===== config.mk =====
export PLATFORM = sky130hd
export DESIGN_NAME = dmem_arbiter
export DESIGN_NICKNAME = d
export VERILOG_FILES = /design/src/rtl/dmem_arb_pkg.sv /design/src/rtl/dmem_arb_pick.sv /design/src/rtl/dmem_arbiter.sv
export SDC_FILE = /design/constraint.sdc
export NUM_CORES = 1
export LEC_CHECK = 0
export ABC_AREA = 1
export CAP_MARGIN = 20
export CORE_ASPECT_RATIO = 1.4
export CORE_MARGIN = 2
export CORE_UTILIZATION = 38
export CTS_BUF_LIST = sky130_fd_sc_hd__clkbuf_4
export CTS_CLUSTER_SIZE = 30
export DETAILED_ROUTE_END_ITERATION = 12
export GPL_TIMING_DRIVEN = 0
export PLACE_DENSITY = 0.83
export SLEW_MARGIN = 20
export SYNTH_ARGS = -nofsm -noshare
export SYNTH_HDL_FRONTEND = slang
export SYNTH_SLANG_ARGS = --single-unit
export TNS_END_PERCENT = 30

===== constraint.sdc =====
create_clock -name clock -period 1.5 [get_ports clock]
set_input_delay 0.3 -clock clock [delete_from_list [all_inputs] [get_ports clock]]
set_output_delay 0.3 -clock clock [all_outputs]
set_load 0.02 [all_outputs]

===== src/rtl/dmem_arb_pkg.sv =====
// Shared types and constants for the data-memory arbiter.
package dmem_arb_pkg;

  typedef enum logic [1:0] {
    ST_IDLE   = 2'd0,
    ST_ACCESS = 2'd1,
    ST_RESP   = 2'd2
  } state_e;

  localparam int PORT_CPU = 0;
  localparam int PORT_DBG = 1;

  localparam int DATA_W = 32;
  localparam int ADDR_W = 32;

endpackage


===== src/rtl/dmem_arb_pick.sv =====
// Combinational two-way priority pick. A lone requester always wins; on a
// tie the pointer names the port that has priority (0 = CPU, 1 = debug).
module dmem_arb_pick
  import dmem_arb_pkg::*;
(
  input  logic [1:0] req,
  input  logic       ptr,
  output logic [1:0] gnt
);

  // One-hot winner selection
  always_comb begin
    gnt = 2'b00;
    if (req[PORT_CPU] && req[PORT_DBG]) begin
      gnt[ptr ? PORT_DBG : PORT_CPU] = 1'b1;
    end else begin
      gnt = req;
    end
  end

endmodule


===== src/rtl/dmem_arbiter.sv =====
// Two-requester arbiter and sequencer for the single-port data memory.
// Port 0 is the CPU MEM stage, port 1 the debug/loader port. One access is
// in flight at a time: grant in IDLE, strobe the memory for WAIT_CYCLES in
// ACCESS, then pulse rvalid to the winner in RESP.
// Optional feature: define DMEM_ARB_ROUND_ROBIN_EN for a round-robin tie
// breaker; otherwise port 0 always wins ties.
module dmem_arbiter
  import dmem_arb_pkg::*;
#(
  parameter int WAIT_CYCLES = 1,
  parameter int DEPTH       = 32
) (
  input  logic              clock,
  input  logic              reset,
  input  logic [1:0]        req,
  input  logic [1:0]        we,
  input  logic [ADDR_W-1:0] addr0,
  input  logic [ADDR_W-1:0] addr1,
  input  logic [DATA_W-1:0] wdata0,
  input  logic [DATA_W-1:0] wdata1,
  output logic [1:0]        gnt,
  output logic [1:0]        rvalid,
  output logic [DATA_W-1:0] rdata,
  output logic              err,
  output logic [ADDR_W-1:0] mem_addr,
  output logic [DATA_W-1:0] mem_wdata,
  output logic              mem_read,
  output logic              mem_write,
  input  logic [DATA_W-1:0] mem_rdata
);

  localparam int CNT_W = (WAIT_CYCLES > 1) ? $clog2(WAIT_CYCLES) : 1;

  state_e            state_q, state_d;
  logic [CNT_W-1:0]  cnt_q, cnt_d;
  logic              win_q, win_d;
  logic              we_q, we_d;
  logic              oor_q, oor_d;
  logic [ADDR_W-1:0] addr_q, addr_d;
  logic [DATA_W-1:0] wdata_q, wdata_d;
  logic [DATA_W-1:0] rdata_q, rdata_d;
  logic              ptr;
  logic [1:0]        pick_gnt;
  logic              last_cycle;
  logic [ADDR_W-1:0] addr_sel;

`ifdef DMEM_ARB_ROUND_ROBIN_EN
  logic ptr_q, ptr_d;
  assign ptr = ptr_q;
`else
  assign ptr = 1'b0;
`endif

  dmem_arb_pick u_pick (
    .req (req),
    .ptr (ptr),
    .gnt (pick_gnt)
  );

  assign last_cycle = (cnt_q == CNT_W'(WAIT_CYCLES - 1));
  assign addr_sel   = pick_gnt[PORT_DBG] ? addr1 : addr0;

  // Memory address/data come straight from the latched request so they hold
  // their last values outside ACCESS.
  assign mem_addr  = addr_q;
  assign mem_wdata = wdata_q;
  assign rdata     = rdata_q;

  // Next-state and output decode for the IDLE/ACCESS/RESP sequence
  always_comb begin
    state_d   = state_q;
    cnt_d     = cnt_q;
    win_d     = win_q;
    we_d      = we_q;
    oor_d     = oor_q;
    addr_d    = addr_q;
    wdata_d   = wdata_q;
    rdata_d   = rdata_q;
`ifdef DMEM_ARB_ROUND_ROBIN_EN
    ptr_d     = ptr_q;
`endif
    gnt       = 2'b00;
    rvalid    = 2'b00;
    err       = 1'b0;
    mem_read  = 1'b0;
    mem_write = 1'b0;

    case (state_q)
      ST_IDLE: begin
        // Reset masks the grant so nothing is accepted while it is asserted.
        if (!reset && (pick_gnt != 2'b00)) begin
          gnt     = pick_gnt;
          win_d   = pick_gnt[PORT_DBG];
          we_d    = pick_gnt[PORT_DBG] ? we[PORT_DBG] : we[PORT_CPU];
          addr_d  = addr_sel;
          wdata_d = pick_gnt[PORT_DBG] ? wdata1 : wdata0;
          oor_d   = (addr_sel >= ADDR_W'(DEPTH));
          cnt_d   = '0;
          state_d = ST_ACCESS;
`ifdef DMEM_ARB_ROUND_ROBIN_EN
          ptr_d   = ~pick_gnt[PORT_DBG];
`endif
        end
      end

      ST_ACCESS: begin
        // Out-of-range accesses keep their timing but never touch memory.
        mem_read  = ~we_q & ~oor_q;
        mem_write = we_q & ~oor_q & last_cycle;
        if (last_cycle) begin
          rdata_d = (we_q || oor_q) ? '0 : mem_rdata;
          state_d = ST_RESP;
        end else begin
          cnt_d = cnt_q + CNT_W'(1);
        end
      end

      ST_RESP: begin
        rvalid  = win_q ? 2'b10 : 2'b01;
        err     = oor_q;
        state_d = ST_IDLE;
      end

      default: begin
        state_d = ST_IDLE;
      end
    endcase
  end

  // State, counter and request latches
  always_ff @(posedge clock) begin
    if (reset) begin
      state_q <= ST_IDLE;
      cnt_q   <= '0;
      win_q   <= 1'b0;
      we_q    <= 1'b0;
      oor_q   <= 1'b0;
      addr_q  <= '0;
      wdata_q <= '0;
      rdata_q <= '0;
    end else begin
      state_q <= state_d;
      cnt_q   <= cnt_d;
      win_q   <= win_d;
      we_q    <= we_d;
      oor_q   <= oor_d;
      addr_q  <= addr_d;
      wdata_q <= wdata_d;
      rdata_q <= rdata_d;
    end
  end

`ifdef DMEM_ARB_ROUND_ROBIN_EN
  // Round-robin priority pointer, starts with the CPU port
  always_ff @(posedge clock) begin
    if (reset) begin
      ptr_q <= 1'b0;
    end else begin
      ptr_q <= ptr_d;
    end
  end
`endif

endmodule


# Word level (Yosys, flattened, before mapping)
# Cells that the tools add are included.
# totals
output_inout_bits	103
mem_bits_ro	0
n_memories	0
register_bits	102
wordCells	49
latchBits	0
ram_bits	0
# classes
n_eq_ne	4
muxes	18
mul	0
n_addsub	1
n_shift	0
bitwise	6
div_mod_pow	0
n_lt_le_gt_ge	1
reduce_logical	11
# ops
op	count
two-way mux 32 bit	3
>= comparator 32 x 6 -> 1 bit (second input constant)	1
two-way mux 2 bit	7
AND reduction 2 bit	4
two-way mux 1 bit	6
inequality test 2 bit (second input constant)	2
one-hot mux 2 bit (2 select lines)	1
nonzero test 2 bit	2
bitwise AND 1 bit	3
inverter 1 bit	3
== test 2 x 1 -> 1 bit (second input constant)	1
== test 2 bit (second input constant)	1
logical AND 1 bit	2
zero test 2 bit	1
one-hot mux 1 bit (2 select lines)	1
adder 1 bit (second input constant)	1
zero test 1 bit	1
logical OR 1 bit	1

# Logic depth before layout (Yosys ltp)
# depth
depth_word	6
depth_mapped	10
depth_no_buf	9

# Cells and area by module
# Synthesis repeated with hierarchy kept, for this count alone.
# hier_totals
hier_cells	622
area_unflattened_um2	4423.0
# by_module_without_submodules
module	n_inst	area_each_um2	cells_each
dmem_arbiter	1	4401.7	617
dmem_arb_pick	1	21.3	5

# Worst setup path before layout
# OpenSTA, ideal clock, no wires.
# synth_path
path_kind	flip-flop to output port
start	register state_q[1]
end	output port mem_write
arrival_ps	1210
path_slack_ps	-10
required_ps	1200
path_stages_with_launch	5
cell_sequence	dfxtp_1 -> inv_1 -> nand2_1 -> clkbuf_1 -> nor3_1
# synth_via
elab_chain_cells	2
# synth_rtl
item	line	rtl
start, declared	dmem_arbiter.sv:34	state_e state_q, state_d;
start signal, assigned	dmem_arbiter.sv:142	state_q <= state_d;
== test 2 x 1 -> 1 bit	dmem_arbiter.sv:88	case (state_q)
two-way mux 1 bit	dmem_arbiter.sv:88	
end, declared	dmem_arbiter.sv:28	output logic mem_write,
# No other way between the ends.

# Final worst setup path
# layout_path
start	register state_q[1]
end	output port rvalid[0]
# layout_via
elab_chain_cells	2
# layout_rtl
item	line	rtl
== test 2 bit	dmem_arbiter.sv:88	
two-way mux 2 bit	dmem_arbiter.sv:88	
end, declared	dmem_arbiter.sv:22	output logic [1:0] rvalid,
# No other way between the ends.

==> impl.org <==
** Routing
- For this run, design rule violations remaining after detail routing come to 0.
- Vias :: 5,195
- After detailed routing, the average wire length per cell comes to 15.7 µm.
- Iteration count of the initial detailed-routing pass :: 5
- Once detail routing completed, the nets flagged for antenna violations numbered 0.
- After detailed routing, the number of vias per cell comes to 5.02.
- The final layout contains routed wiring with a total length of 16,200 µm.
- Violation count after the first detailed-route iteration :: 187

** Layout
- Number of nets in the layout :: 1,050
- At the end of the flow the core is filled with cells to 0.650.
- After the flow finishes, the layout carries non-filler instances totaling 1,034.
- Layout overhead on the synthesized area :: 69.1%
- Post-route standard cell area excluding fillers :: 7290 µm²
- Fraction of final layout cells with drive strength greater than 1 :: 0.133
- Fill cell instance count of the final layout :: 1,033

** Floorplan
- Floorplan die width :: 94.0 µm
- In this run the standard cell core region covers 11,200 µm².
- The die covers 12,200 µm².
- The floorplan step set the die height to 130 µm.
- 269 I/O pins were placed.
- After floorplanning, the core was divided into 46 placement rows.
- The initial utilization of the core area, before any placement, comes to 0.384.

** Critical path
- STA classifies the critical path startpoint as a register.
- Together, buffers and inverters on the worst path number 2.
- Worst EP arrival :: 1.36 ns
- Category of the critical setup timing path :: register to output pin
- The largest single stage delay on the critical path is 0.37 ns.
- The critical path goes through inv_2 > or2_4 > nor2_4 > buf_6.
- In this run the worst path has a maximum fanout of 3.
- The cell family contributing the most delay on the critical path is flip-flops.
- For the worst setup path, the data required time is 1.20 ns.
- STA classifies the critical path endpoint as an output pin.
- The largest individual stage delay along the critical path comes from the cell sky130_fd_sc_hd__dfxtp_2.

** Yosys
- Post-synthesis sequential element count :: 101
- Gate Count Post-Synth :: 601
- Synthesis produced a netlist with a net count of 767.
- Leading area contributor after synthesis :: sky130_fd_sc_hd__dfxtp_1
- Leading cell types by total area after synthesis :: sky130_fd_sc_hd__dfxtp_1, sky130_fd_sc_hd__nand2_1, sky130_fd_sc_hd__a31oi_1
- Each instance of the synthesized netlist takes up on average 7.17 µm².
- For this run, the register share of the synthesized area comes to 0.469.
- After synthesis the cells add up to 4310 µm².
- Synthesis warning total :: 0
- The share of synthesized area in the top cell type comes to 0.469.
- Synthesis instantiated 23 different standard cells from the library.

** Clock network
- CTS saw 101 sinks.
- Clock tree from TritonCTS :: yes
- Number of buffers created by CTS :: 9
- Clock H-tree levels :: 3
- Clock root cell :: sky130_fd_sc_hd__clkbuf_4
- After clock tree synthesis, the clock-pin slew on the worst setup and hold paths is 0.16 ns.
- Worst skew pair latency :: 0.46 ns
- CTS Buffer Depth :: 2

** Global route
- Grt ovf :: 0
- The first global-routing pass estimated 24,300 µm of wire.
- For this run, the total global-route usage over all layers was measured as 0.254.
- Antenna violations before repair :: 0
- Maximum number of pins on one net before global-route repair :: 18
- The via count of the first global-routing pass is 4,875.

** Placement
- Once placement finished, the instance area stood at 7170 µm².
- HPWL after detailed placement :: 12,400 µm
- The count of buffers added on input and output ports is 267.
- The number of placed instances, taps included, is 1,012.
- Routability-driven placement finished with a final weighted congestion of 0.892.
- At the placement stage, the worst setup path has a slack of -0.901 ns.

** Status
- The flow ran to the end, but the final reports show violations.
- The checks that failed: negative setup slack.

** Timing
- Setup violations remaining at the end of the flow were counted as 7.
- Final min period :: 1.66 ns
- Headroom to the max-slew limit came out at 0.683.
- Final hold violation count :: 0
- Setup repair after global routing could not meet its margin everywhere.
- Setup skew after layout :: 0.0199 ns
- Across all setup checks in the final design, the least slack found is -0.156 ns.
- At the pin with the least slew margin, the transition time is 0.475 ns.
- Maximum operating frequency :: 604 MHz
- Share of the clock period used by the worst path after layout :: 1.10
- Final count of pins violating max slew :: 0

** Min path
- Hold Crit Class :: primary input to register

** Power
- Peak supply drop :: 0.466 mV
- Power density over the cells :: 869 nW/µm²
- The completed layout was analyzed and its total power is 0.00634 W.
- The analysis attributes to cell leakage a power of 3.16 nW.

** Run
- Max-cap violations in this run came to 0.
[registers in the layout (all words and copies together), names as in the netlist]
name / cells
we_q: 1
mem_addr: 32
rdata: 32
oor_q: 1
win_q: 1
state_q: 2
mem_wdata: 32
[layer usage]
layer,up-vias,GRT usage,wire length (µm)
li1,2551,-,-
met1,2403,0.280,6090
met2,204,0.456,8460
met3,37,0.0595,1160
met4,0,0.122,503
met5,-,0,0
[report_power, final]
group	leakage, nW	switching [W]	internal, W
Sequential	0.831	0.000119	0.00291
Clock	0.0748	0.000963	0.000520
Combinational	2.26	0.000951	0.000878
Total	3.16	0.00203	0.00430
[final timing paths]
path | end | from | slack (ns) | depth (start not counted)
worst max-delay path | rvalid[0] | state_q[1] | -0.16 | 4
worst min-delay path | rdata[5] | reset | 0.12 | 2
worst max register to register | mem_addr[24] | state_q[0] | 0.07 | 8
worst min register to register | rdata[13] | rdata[13] | 0.47 | 2
[metrics by stage]
step | setup TNS, ns | hold slack [ns]
after global routing | -1.83 | 0.0797
final | -0.958 | 0.119
after detailed placement | -32.42 | 0.455
after floorplan | 0 | 0.443
after CTS | -1.07 | 0.0934
after global placement | -30.98 | 0.451
[layout by cell type, fill, tap and decap left out, types with 2 or more instances in the layout]
master	Yosys	final
sky130_fd_sc_hd__a21oi_1	50	50
sky130_fd_sc_hd__a31oi_1	48	48
sky130_fd_sc_hd__buf_2	24	13
sky130_fd_sc_hd__buf_4	5	15
sky130_fd_sc_hd__buf_6	4	12
sky130_fd_sc_hd__clkbuf_1	11	10
sky130_fd_sc_hd__clkbuf_2	0	34
sky130_fd_sc_hd__clkbuf_4	0	13
sky130_fd_sc_hd__clkdlybuf4s15_1	0	46
sky130_fd_sc_hd__clkdlybuf4s15_2	0	2
sky130_fd_sc_hd__clkdlybuf4s50_1	0	162
sky130_fd_sc_hd__dfxtp_1	101	96
sky130_fd_sc_hd__dfxtp_2	0	5
sky130_fd_sc_hd__dlygate4sd2_1	0	16
sky130_fd_sc_hd__inv_1	28	27
sky130_fd_sc_hd__inv_2	4	4
sky130_fd_sc_hd__inv_6	0	3
sky130_fd_sc_hd__nand2_1	215	214
sky130_fd_sc_hd__nand2_4	0	2
sky130_fd_sc_hd__nand3_1	9	9
sky130_fd_sc_hd__nand3b_1	5	5
sky130_fd_sc_hd__nor2_1	20	16
sky130_fd_sc_hd__nor2_4	1	5
sky130_fd_sc_hd__nor3_4	1	2
sky130_fd_sc_hd__o21ai_0	54	54
sky130_fd_sc_hd__o21ai_1	15	15
[cell families after synthesis]
logic type,count (synthesis),synth area share
simple gates,256,0.238
compound gates,167,0.208
flops,101,0.469
buf+inv,77,0.0853
[what timing repair did]
action                     4_1_cts  5_1_grt
resized for setup              168      134
hold buffers                     0        0
buffers inserted                 5        0
hold endpoints to repair         0        0
setup endpoints to repair      105      119
pin swaps                        4        2
cloned                           0        0
[synthesized netlist by cell type]
cell type / number
sky130_fd_sc_hd__nand2_1: 215
sky130_fd_sc_hd__dfxtp_1: 101
sky130_fd_sc_hd__o21ai_0: 54
sky130_fd_sc_hd__a21oi_1: 50
sky130_fd_sc_hd__a31oi_1: 48
sky130_fd_sc_hd__inv_1: 28
sky130_fd_sc_hd__buf_2: 24
sky130_fd_sc_hd__nor2_1: 20
sky130_fd_sc_hd__o21ai_1: 15
sky130_fd_sc_hd__clkbuf_1: 11
sky130_fd_sc_hd__nand3_1: 9
sky130_fd_sc_hd__buf_4: 5
sky130_fd_sc_hd__nand3b_1: 5
sky130_fd_sc_hd__buf_6: 4
sky130_fd_sc_hd__inv_2: 4
sky130_fd_sc_hd__buf_1: 1
sky130_fd_sc_hd__nand2_2: 1
sky130_fd_sc_hd__nand3_2: 1
sky130_fd_sc_hd__nor2_4: 1
sky130_fd_sc_hd__nor3_1: 1
sky130_fd_sc_hd__nor3_4: 1
sky130_fd_sc_hd__nor4_1: 1
sky130_fd_sc_hd__or2_2: 1
[cell type report]
class	count	area, µm²	share of cell area
diodes	1	2.50	0.000343
plain buffers	45	314	0.0431
clock buffers	9	67.6	0.00927
clock inverters	7	72.6	0.00995
inverters	32	123	0.0168
multi-input cells	423	1980	0.271
flip-flops and latches	101	2030	0.278
well taps	144	180	0.0247
repair buffers	272	2520	0.346
No activity file was read; power rests on OpenSTA's default activity.
